--- src/rtl/smem_pkg.sv ---
// Shared definitions for the backward-extension ring: token status codes,
// default read-number width and the slot scheduler state encoding.
package smem_pkg;

  localparam logic [5:0] ST_BUBBLE  = 6'b000000;
  localparam logic [5:0] ST_F_INIT  = 6'b000001;
  localparam logic [5:0] ST_F_RUN   = 6'b000010;
  localparam logic [5:0] ST_F_BREAK = 6'b000100;
  localparam logic [5:0] ST_BCK_INI = 6'b001000;
  localparam logic [5:0] ST_BCK_RUN = 6'b010000;
  localparam logic [5:0] ST_BCK_END = 6'b100000;

  localparam int RN_W_DEF = 10;

  typedef enum logic [1:0] {
    S_IDLE  = 2'd0,
    S_RUN   = 2'd1,
    S_DRAIN = 2'd2
  } sched_state_e;

  typedef struct packed {
    logic [6:0] fwd_size;
    logic [6:0] backward_x;
    logic [6:0] min_intv;
  } job_attr_t;

  // A returning slot may be reused only if it carries nothing or a finished read.
  function automatic logic slot_is_free(input logic [5:0] status);
    return (status == ST_BUBBLE) || (status == ST_BCK_END);
  endfunction

endpackage

--- src/rtl/bck_slot_scheduler_if.sv ---
// Job handshake, ring return/issue tokens and retire notification of the
// backward-extension slot scheduler.
interface bck_slot_scheduler_if #(
    parameter int RN_W = 10
);
    logic            req_valid;
    logic            req_ready;
    logic [RN_W-1:0] req_read_num;
    logic [6:0]      req_fwd_size;
    logic [6:0]      req_backward_x;
    logic [6:0]      req_min_intv;

    logic [5:0]      ret_status;
    logic [RN_W-1:0] ret_read_num;

    logic [5:0]      out_status;
    logic [RN_W-1:0] out_read_num;
    logic [6:0]      out_fwd_size;
    logic [6:0]      out_backward_x;
    logic [6:0]      out_min_intv;

    logic            done_valid;
    logic [RN_W-1:0] done_read_num;

    modport master (
        output req_valid, req_read_num, req_fwd_size, req_backward_x, req_min_intv,
        output ret_status, ret_read_num,
        input  req_ready,
        input  out_status, out_read_num, out_fwd_size, out_backward_x, out_min_intv,
        input  done_valid, done_read_num
    );

    modport slave (
        input  req_valid, req_read_num, req_fwd_size, req_backward_x, req_min_intv,
        input  ret_status, ret_read_num,
        output req_ready,
        output out_status, out_read_num, out_fwd_size, out_backward_x, out_min_intv,
        output done_valid, done_read_num
    );
endinterface

--- src/rtl/sched_skid_reg.sv ---
// One-entry pending job register; refills in the same cycle it is drained so a
// steady job stream sustains one injection per cycle.
module sched_skid_reg #(
    parameter int W = 31
) (
    input  logic         clk_i,
    input  logic         rst_ni,
    input  logic         accept_en_i,
    input  logic         take_i,
    input  logic         in_valid_i,
    output logic         in_ready_o,
    input  logic [W-1:0] in_data_i,
    output logic         pend_valid_o,
    output logic [W-1:0] pend_data_o
);
    logic         pend_valid_q;
    logic [W-1:0] pend_data_q;
    logic         load;

    assign in_ready_o   = accept_en_i && (!pend_valid_q || take_i);
    assign load         = in_valid_i && in_ready_o;
    assign pend_valid_o = pend_valid_q;
    assign pend_data_o  = pend_data_q;

    always_ff @(posedge clk_i or negedge rst_ni) begin
        if (!rst_ni) begin
            pend_valid_q <= 1'b0;
            pend_data_q  <= '0;
        end else begin
            if (load) begin
                pend_valid_q <= 1'b1;
                pend_data_q  <= in_data_i;
            end else if (take_i) begin
                pend_valid_q <= 1'b0;
            end
        end
    end
endmodule

--- src/rtl/bck_slot_scheduler.sv ---
// Ring-entry slot scheduler: passes, retires or injects one token per cycle.
// Optional SCHED_PERF_CNT_EN adds injected/retired/full-cycle counters.
module bck_slot_scheduler
    import smem_pkg::*;
#(
    parameter int MAX_ACTIVE = 16,
    parameter int RN_W       = RN_W_DEF
) (
    input  logic       clk_i,
    input  logic       rst_ni,
    input  logic       stall_i,
    input  logic       enable_i,
    input  logic       drain_req_i,
    bck_slot_scheduler_if.slave bus,
    output logic [6:0] active_cnt_o,
    output logic       idle_o,
    output logic       err_o
`ifdef SCHED_PERF_CNT_EN
    ,
    output logic [31:0] perf_injected_o,
    output logic [31:0] perf_retired_o,
    output logic [31:0] perf_full_cycles_o
`endif
);
    localparam int JW = RN_W + $bits(job_attr_t);

    sched_state_e    state_q;
    logic            idle_q, err_q, done_q;
    logic [6:0]      cnt_q, cnt_d, cnt_after_ret;
    logic [RN_W-1:0] done_rn_q;
    logic [5:0]      out_status_q;
    logic [RN_W-1:0] out_rn_q;
    job_attr_t       out_attr_q;

    logic            pend_valid, slot_free, retire, inject, accept_en;
    logic [JW-1:0]   pend_data;
    logic [RN_W-1:0] pend_rn;
    job_attr_t       pend_attr;

    assign slot_free = slot_is_free(bus.ret_status);
    assign retire    = !stall_i && (bus.ret_status == ST_BCK_END);
    assign accept_en = (state_q == S_RUN) && !stall_i;

    // Retiring from an empty ring is a protocol error; the count saturates at 0.
    assign cnt_after_ret = (retire && cnt_q != 7'd0) ? cnt_q - 7'd1 : cnt_q;
    assign inject = !stall_i && (state_q == S_RUN || state_q == S_DRAIN) &&
                    pend_valid && slot_free && (cnt_after_ret < 7'(MAX_ACTIVE));
    assign cnt_d  = cnt_after_ret + {6'd0, inject};

    assign {pend_rn, pend_attr} = pend_data;

    sched_skid_reg #(.W(JW)) u_pend (
        .clk_i        (clk_i),
        .rst_ni       (rst_ni),
        .accept_en_i  (accept_en),
        .take_i       (inject),
        .in_valid_i   (bus.req_valid),
        .in_ready_o   (bus.req_ready),
        .in_data_i    ({bus.req_read_num, bus.req_fwd_size, bus.req_backward_x, bus.req_min_intv}),
        .pend_valid_o (pend_valid),
        .pend_data_o  (pend_data)
    );

    always_ff @(posedge clk_i or negedge rst_ni) begin
        if (!rst_ni) begin
            state_q <= S_IDLE;
            idle_q  <= 1'b1;
        end else if (!stall_i) begin
            unique case (state_q)
                S_IDLE:  if (enable_i) begin state_q <= S_RUN; idle_q <= 1'b0; end
                S_RUN:   if (drain_req_i || !enable_i) state_q <= S_DRAIN;
                S_DRAIN: if (cnt_q == 7'd0 && !pend_valid) begin state_q <= S_IDLE; idle_q <= 1'b1; end
                default: begin state_q <= S_IDLE; idle_q <= 1'b1; end
            endcase
        end
    end

    always_ff @(posedge clk_i or negedge rst_ni) begin
        if (!rst_ni) begin
            cnt_q        <= '0;
            err_q        <= 1'b0;
            done_q       <= 1'b0;
            done_rn_q    <= '0;
            out_status_q <= ST_BUBBLE;
            out_rn_q     <= '0;
            out_attr_q   <= '0;
        end else if (!stall_i) begin
            cnt_q  <= cnt_d;
            err_q  <= err_q || (retire && cnt_q == 7'd0);
            done_q <= retire;
            if (retire) done_rn_q <= bus.ret_read_num;
            if (inject) begin
                out_status_q <= ST_BCK_INI;
                out_rn_q     <= pend_rn;
                out_attr_q   <= pend_attr;
            end else if (retire) begin
                out_status_q <= ST_BUBBLE;
                out_rn_q     <= '0;
                out_attr_q   <= '0;
            end else begin
                out_status_q <= bus.ret_status;
                out_rn_q     <= bus.ret_read_num;
                out_attr_q   <= '0;
            end
        end
    end

    assign bus.out_status     = out_status_q;
    assign bus.out_read_num   = out_rn_q;
    assign bus.out_fwd_size   = out_attr_q.fwd_size;
    assign bus.out_backward_x = out_attr_q.backward_x;
    assign bus.out_min_intv   = out_attr_q.min_intv;
    // A pending pulse is held across a stall and shows once the stall drops.
    assign bus.done_valid     = done_q && !stall_i;
    assign bus.done_read_num  = done_rn_q;
    assign active_cnt_o       = cnt_q;
    assign idle_o             = idle_q;
    assign err_o              = err_q;

`ifdef SCHED_PERF_CNT_EN
    logic [31:0] perf_inj_q, perf_ret_q, perf_full_q;

    always_ff @(posedge clk_i or negedge rst_ni) begin
        if (!rst_ni) begin
            perf_inj_q  <= '0;
            perf_ret_q  <= '0;
            perf_full_q <= '0;
        end else if (!stall_i) begin
            if (inject) perf_inj_q <= perf_inj_q + 32'd1;
            if (retire) perf_ret_q <= perf_ret_q + 32'd1;
            if (pend_valid && slot_free && cnt_q == 7'(MAX_ACTIVE)) perf_full_q <= perf_full_q + 32'd1;
        end
    end

    assign perf_injected_o    = perf_inj_q;
    assign perf_retired_o     = perf_ret_q;
    assign perf_full_cycles_o = perf_full_q;
`endif
endmodule

--- src/flat_wrapper.sv ---
// flat-port wrapper written by rule: the top's interface ports become plain ports
module bck_slot_scheduler_flat import smem_pkg::*;
#(
    parameter int MAX_ACTIVE = 16,
    parameter int RN_W       = RN_W_DEF
)
  (clk_i, rst_ni, stall_i, enable_i, drain_req_i, active_cnt_o, idle_o, err_o, bus_req_valid, bus_req_read_num, bus_req_fwd_size, bus_req_backward_x, bus_req_min_intv, bus_ret_status, bus_ret_read_num, bus_req_ready, bus_out_status, bus_out_read_num, bus_out_fwd_size, bus_out_backward_x, bus_out_min_intv, bus_done_valid, bus_done_read_num);
  bck_slot_scheduler_if #(.RN_W(RN_W)) bus_i ();
  input  logic clk_i;
  input  logic rst_ni;
  input  logic stall_i;
  input  logic enable_i;
  input  logic drain_req_i;
  output logic [6:0] active_cnt_o;
  output logic idle_o;
  output logic err_o;
  input wire logic [$bits(bus_i.req_valid)-1:0] bus_req_valid;
  input wire logic [$bits(bus_i.req_read_num)-1:0] bus_req_read_num;
  input wire logic [$bits(bus_i.req_fwd_size)-1:0] bus_req_fwd_size;
  input wire logic [$bits(bus_i.req_backward_x)-1:0] bus_req_backward_x;
  input wire logic [$bits(bus_i.req_min_intv)-1:0] bus_req_min_intv;
  input wire logic [$bits(bus_i.ret_status)-1:0] bus_ret_status;
  input wire logic [$bits(bus_i.ret_read_num)-1:0] bus_ret_read_num;
  output wire logic [$bits(bus_i.req_ready)-1:0] bus_req_ready;
  output wire logic [$bits(bus_i.out_status)-1:0] bus_out_status;
  output wire logic [$bits(bus_i.out_read_num)-1:0] bus_out_read_num;
  output wire logic [$bits(bus_i.out_fwd_size)-1:0] bus_out_fwd_size;
  output wire logic [$bits(bus_i.out_backward_x)-1:0] bus_out_backward_x;
  output wire logic [$bits(bus_i.out_min_intv)-1:0] bus_out_min_intv;
  output wire logic [$bits(bus_i.done_valid)-1:0] bus_done_valid;
  output wire logic [$bits(bus_i.done_read_num)-1:0] bus_done_read_num;
  assign bus_i.req_valid = bus_req_valid;
  assign bus_i.req_read_num = bus_req_read_num;
  assign bus_i.req_fwd_size = bus_req_fwd_size;
  assign bus_i.req_backward_x = bus_req_backward_x;
  assign bus_i.req_min_intv = bus_req_min_intv;
  assign bus_i.ret_status = bus_ret_status;
  assign bus_i.ret_read_num = bus_ret_read_num;
  assign bus_req_ready = bus_i.req_ready;
  assign bus_out_status = bus_i.out_status;
  assign bus_out_read_num = bus_i.out_read_num;
  assign bus_out_fwd_size = bus_i.out_fwd_size;
  assign bus_out_backward_x = bus_i.out_backward_x;
  assign bus_out_min_intv = bus_i.out_min_intv;
  assign bus_done_valid = bus_i.done_valid;
  assign bus_done_read_num = bus_i.done_read_num;
  bck_slot_scheduler #(.MAX_ACTIVE(MAX_ACTIVE), .RN_W(RN_W)) u_core (.clk_i(clk_i), .rst_ni(rst_ni), .stall_i(stall_i), .enable_i(enable_i), .drain_req_i(drain_req_i), .bus(bus_i), .active_cnt_o(active_cnt_o), .idle_o(idle_o), .err_o(err_o));
endmodule
--- config.mk ---
export PLATFORM = sky130hd
export DESIGN_NAME = bck_slot_scheduler_flat
export DESIGN_NICKNAME = d
export VERILOG_FILES = /design/src/rtl/smem_pkg.sv /design/src/rtl/bck_slot_scheduler_if.sv /design/src/rtl/sched_skid_reg.sv /design/src/rtl/bck_slot_scheduler.sv /design/src/flat_wrapper.sv
export SDC_FILE = /design/constraint.sdc
export NUM_CORES = 1
export LEC_CHECK = 0
export BUFFER_PORTS_ARGS = -buffer_cell sky130_fd_sc_hd__clkbuf_2
export CORE_ASPECT_RATIO = 0.75
export CORE_MARGIN = 2
export CORE_UTILIZATION = 57
export DETAILED_ROUTE_END_ITERATION = 7
export GPL_ROUTABILITY_DRIVEN = 0
export PLACE_DENSITY_LB_ADDON = 0.2
export SLEW_MARGIN = 10
export SYNTH_ARGS = -nofsm -noshare
export SYNTH_HDL_FRONTEND = slang
export SYNTH_SLANG_ARGS = --single-unit
export TNS_END_PERCENT = 20
--- constraint.sdc ---
create_clock -name clk_i -period 8.3 [get_ports clk_i]
set_input_delay 0.415 -clock clk_i [delete_from_list [all_inputs] [get_ports clk_i]]
set_output_delay 0.415 -clock clk_i [all_outputs]
set_load 0.01 [all_outputs]
==> Flow_metrics.wiki <==
{| class="wikitable"
! Metric !! Value
|-
| Outcome || completed
|-
| TritonCTS clock tree || built
|-
| Arrival time of the worst setup path || 4240 ps
|-
| Clk pwr share || 27.1%
|-
| Number of enable-type register cells in the synthesized netlist || 0
|-
| Vias after detailed routing || 3,067
|-
| Largest cells by area after synthesis || dfrtp_1 (54%), mux2_4 (11%), nand2_1 (4.6%)
|-
| Syn_area_per_cell || 12.2 sq um
|-
| Switching part of the total || 30.3%
|-
| Largest area contributor in the synthesized netlist || dfrtp_1
|-
| Final clock skew || 11.9 ps
|-
| CP Capture Type || flop
|-
| First DRT Iteration DRCs || 150
|-
| Fmax || 0.250 GHz
|-
| Maximum level of the CTS H-tree || 3
|-
| Number of nets in the finished design || 511
|-
| Ant. Diodes || 0
|-
| Register bit total from synthesis || 91
|-
| Total global routing overflow || 0
|-
| TritonCTS Buffers || 9
|-
| Start point of the worst hold path || bus_ret_read_num[7]
|-
| Final Slew Violations || 0
|-
| Initial antenna violation count || 0
|-
| Slowest stage cell on the critical path || o2111a_2
|-
| Average wire per standard cell || 16.0 microns
|-
| Accumulated negative setup slack || 0 ps
|-
| Relative contribution of combinational cells to total power || 24.5%
|-
| Cell at the root of the clock tree || clkbuf_8
|-
| Clock Sinks || 91
|-
| Internal power contribution || 812 uW
|-
| Share of the clock period used by the worst path || 48.3%
|-
| Hold path endpoint || u_core.bus.done_read_num[7]
|-
| Minimum period implied by the final worst setup slack || 4010 ps
|-
| Most numerous cell in the Yosys netlist || dfrtp_1
|-
| Worst-case vdd ir drop || 0.000106 V
|-
| Cell count of the worst reg-to-reg path || 12
|-
| Capturing point of the worst reg2reg path || u_core.active_cnt_o[5]
|-
| Power per standard cell area || 235 nW/um^2
|-
| Die span in y || 78.2 microns
|-
| X dimension of the die || 103 microns
|-
| Gate count of the mapped netlist || 344
|-
| Via count of the first global-routing pass || 2,885
|-
| Setup Slack @ Placement || 4190 ps
|-
| Routed Wire Length || 8940 microns
|-
| Reg2Reg Launch Point || u_core.active_cnt_o[0]
|-
| Final critical-path setup slack || 4290 ps
|-
| Total power || 1.17 mW
|-
| Class of the most critical hold timing path || input pin to flop
|-
| Clock latency on the worst-skew pair || 350 ps
|-
| Final-report hold violation count || 0
|-
| Pin count of the biggest net entering global routing || 67
|-
| Slew HR || 41.0%
|-
| Register-to-register setup slack || 4290 ps
|-
| I/O Buffers || 110
|-
| Half-perimeter wire length of the detailed placement result || 6260 microns
|-
| Buffer levels on the longest clock path || 2
|-
| Yosys cell types || 51
|-
| Detailed-route DRC error count || 0
|-
| Post-synthesis to final-layout area growth || 18.7%
|-
| Critical path cell sequence || inv_1 -> ha_1 -> nor3b_4 -> or4_4 -> nor3_1 -> o2111a_2 -> ha_1 -> nor3b_1 -> nand3_1 -> a211oi_1 -> mux2i_1 -> nor2_1
|-
| Worst-path clk slew || 90 ps
|-
| Number of buffers added to fix hold violations after cts || 1
|-
| Synth warn || 0
|-
| Static power due to leakage || 2.64 nW
|-
| Via/cell ratio || 5.51
|-
| Required time at the worst-slack endpoint || 8530 ps
|-
| Row cnt || 27
|-
| Share of the synthesized area in the top cell type || 53.9%
|-
| Slew at the pin with the worst max-slew slack || 882 ps
|-
| Max-cap check violation count || 0
|-
| Leading post-synthesis cells by instance count || dfrtp_1 (90), nand2_1 (51), mux2_4 (30), a22o_1 (21), nand3_1 (19)
|-
| # Post-CTS Setup Buffers || 0
|-
| I/O pins || 111
|-
| Largest fanout on the critical path || 23
|-
| Most prevalent standard cell on the critical path || ha_1
|-
| Count of cells resized by post-cts repair || 0
|-
| RSZ-0062 raised after global routing || false
|-
| Share of power burned in registers || 48.5%
|-
| Net Switching || 353 uW
|-
| Type of the worst setup path || flop to flop
|-
| Total Die Area || 8040 sq um
|-
| Syn nets || 404
|-
| Hold depth || 3
|-
| Core region area || 7230 sq um
|-
| Share of synthesized registers carrying an async set or reset || 100%
|-
| First-pass GRT wire length || 14,300 microns
|-
| Ratio of cells with drive above 1 in the final layout || 39.5%
|-
| Drt first pass iters || 5
|-
| Starting utilization of the core area || 57.8%
|-
| Worst hold slack after final layout || 269 ps
|-
| DRT antenna net count || 0
|-
| Netlist Area Pre-Place || 4180 sq um
|-
| Final setup fails || 0
|-
| Largest stage delay on the critical path || 560 ps
|-
| Fraction of the yosys area taken by sequential cells || 54.5%
|-
| GR Util All Layers || 23.1%
|-
| Critical Path Start Type || flop
|-
| Dominant register cell in the synthesized netlist || dfrtp_1
|}
## metal layers
metal	wire (microns)	vias up	part of all wire, %	track usage (%)
li1	-	1432	-	-
met1	3980	1529	45	33.4
met2	4320	98	48	34.5
met3	549	8	6.1	6.86
met4	87	0	0.97	5.79
met5	0	-	0	0
## final cells by class
type | instances | area, sq um
inverter | 8 | 30.0
sequential | 91 | 2280
fill | 574 | 2270
clock inverter | 4 | 56.3
tap | 101 | 126
clock buffer | 12 | 155
multi-input combinational | 229 | 1750
timing repair buffer | 112 | 571
## per-stage QoR
stage	utilization, %	area [sq um]	instances
after floorplan	-	4180	344
after global placement	65.6	4740	540
after detailed placement	65.6	4740	540
after CTS	68.6	4960	557
after global routing	68.6	4960	557
final	68.6	4960	557
## critical path: cells and delay by family (launching register included)
| family | cells | cell delay [ps] |
|---|---|---|
| mux | 1 | 250 |
| buf+inv | 1 | 120 |
| compound gates | 2 | 980 |
| simple gates | 6 | 1450 |
| flops | 1 | 490 |
| fa+ha+maj | 2 | 600 |
## power by group through the flow
stage          registers [mW]  logic, mW  clock network (mW)
6_report                0.565      0.285               0.315
5_1_grt                 0.573      0.316               0.341
4_1_cts                 0.563      0.287               0.321
3_5_place_dp            0.572      0.285                   0
3_3_place_gp            0.567      0.278                   0
2_1_floorplan           0.567      0.195                   0
## cells in the final DEF (no fill, tap or decap), types with 2 or more instances in the layout
master    synthesis  final
clkbuf_2          0    109
dfrtp_1          90     90
nand2_1          51     51
mux2_4           30     30
a22o_1           21     21
nand3_1          19     19
nor2_1           18     18
clkbuf_8          0     11
a31oi_1          10     10
a21oi_1           9      9
o21ai_0           9      9
mux2_2            9      9
inv_1             7      7
ha_1              7      7
nor3_1            5      5
xnor2_1           4      4
and3_2            2      2
nand3b_1          2      2
nand4_1           2      2
nor3b_1           2      2
mux2i_1           2      2
a21o_1            2      2
xor2_1            2      2
clkinv_4          0      2
buf_4             3      2
## kinds of logic after synthesis
kind of cell / count (synthesis) / share of synthesized area (%)
AO/OA/AOI/OAI: 61 / 10.7
XOR/XNOR: 6 / 1.26
adder cells (fa/ha/maj): 7 / 2.09
buffers and inverters: 24 / 3.77
flip-flops: 91 / 54.5
multiplexers: 42 / 14.2
AND/OR/NAND/NOR: 113 / 13.5
## registers in the layout, indices dropped and copies added, names as in the netlist
register and flops:
u_core.active_cnt_o 7, u_core.bus.done_read_num 10, u_core.bus.out_backward_x 7, u_core.bus.out_fwd_size 7, u_core.bus.out_min_intv 7, u_core.bus.out_read_num 10
u_core.bus.out_status 6, u_core.done_q 1, u_core.err_o 1, u_core.idle_o 1, u_core.state_q 2, u_core.u_pend.pend_data_o 31
u_core.u_pend.pend_valid_o 1
## how the worst max path moves through the flow
stage / start / cells past startpoint / slack (ps) / to
after floorplan: u_core.active_cnt_o[0] / 13 / 4950 / u_core.active_cnt_o[5]
after global placement: stall_i / 11 / 4370 / u_core.active_cnt_o[5]
after detailed placement: stall_i / 11 / 4190 / u_core.active_cnt_o[5]
after CTS: u_core.active_cnt_o[0] / 12 / 4350 / u_core.active_cnt_o[5]
after global routing: u_core.active_cnt_o[0] / 12 / 3990 / u_core.active_cnt_o[5]
final: u_core.active_cnt_o[0] / 12 / 4290 / u_core.active_cnt_o[5]
No activity file was read; power rests on OpenSTA's default activity.
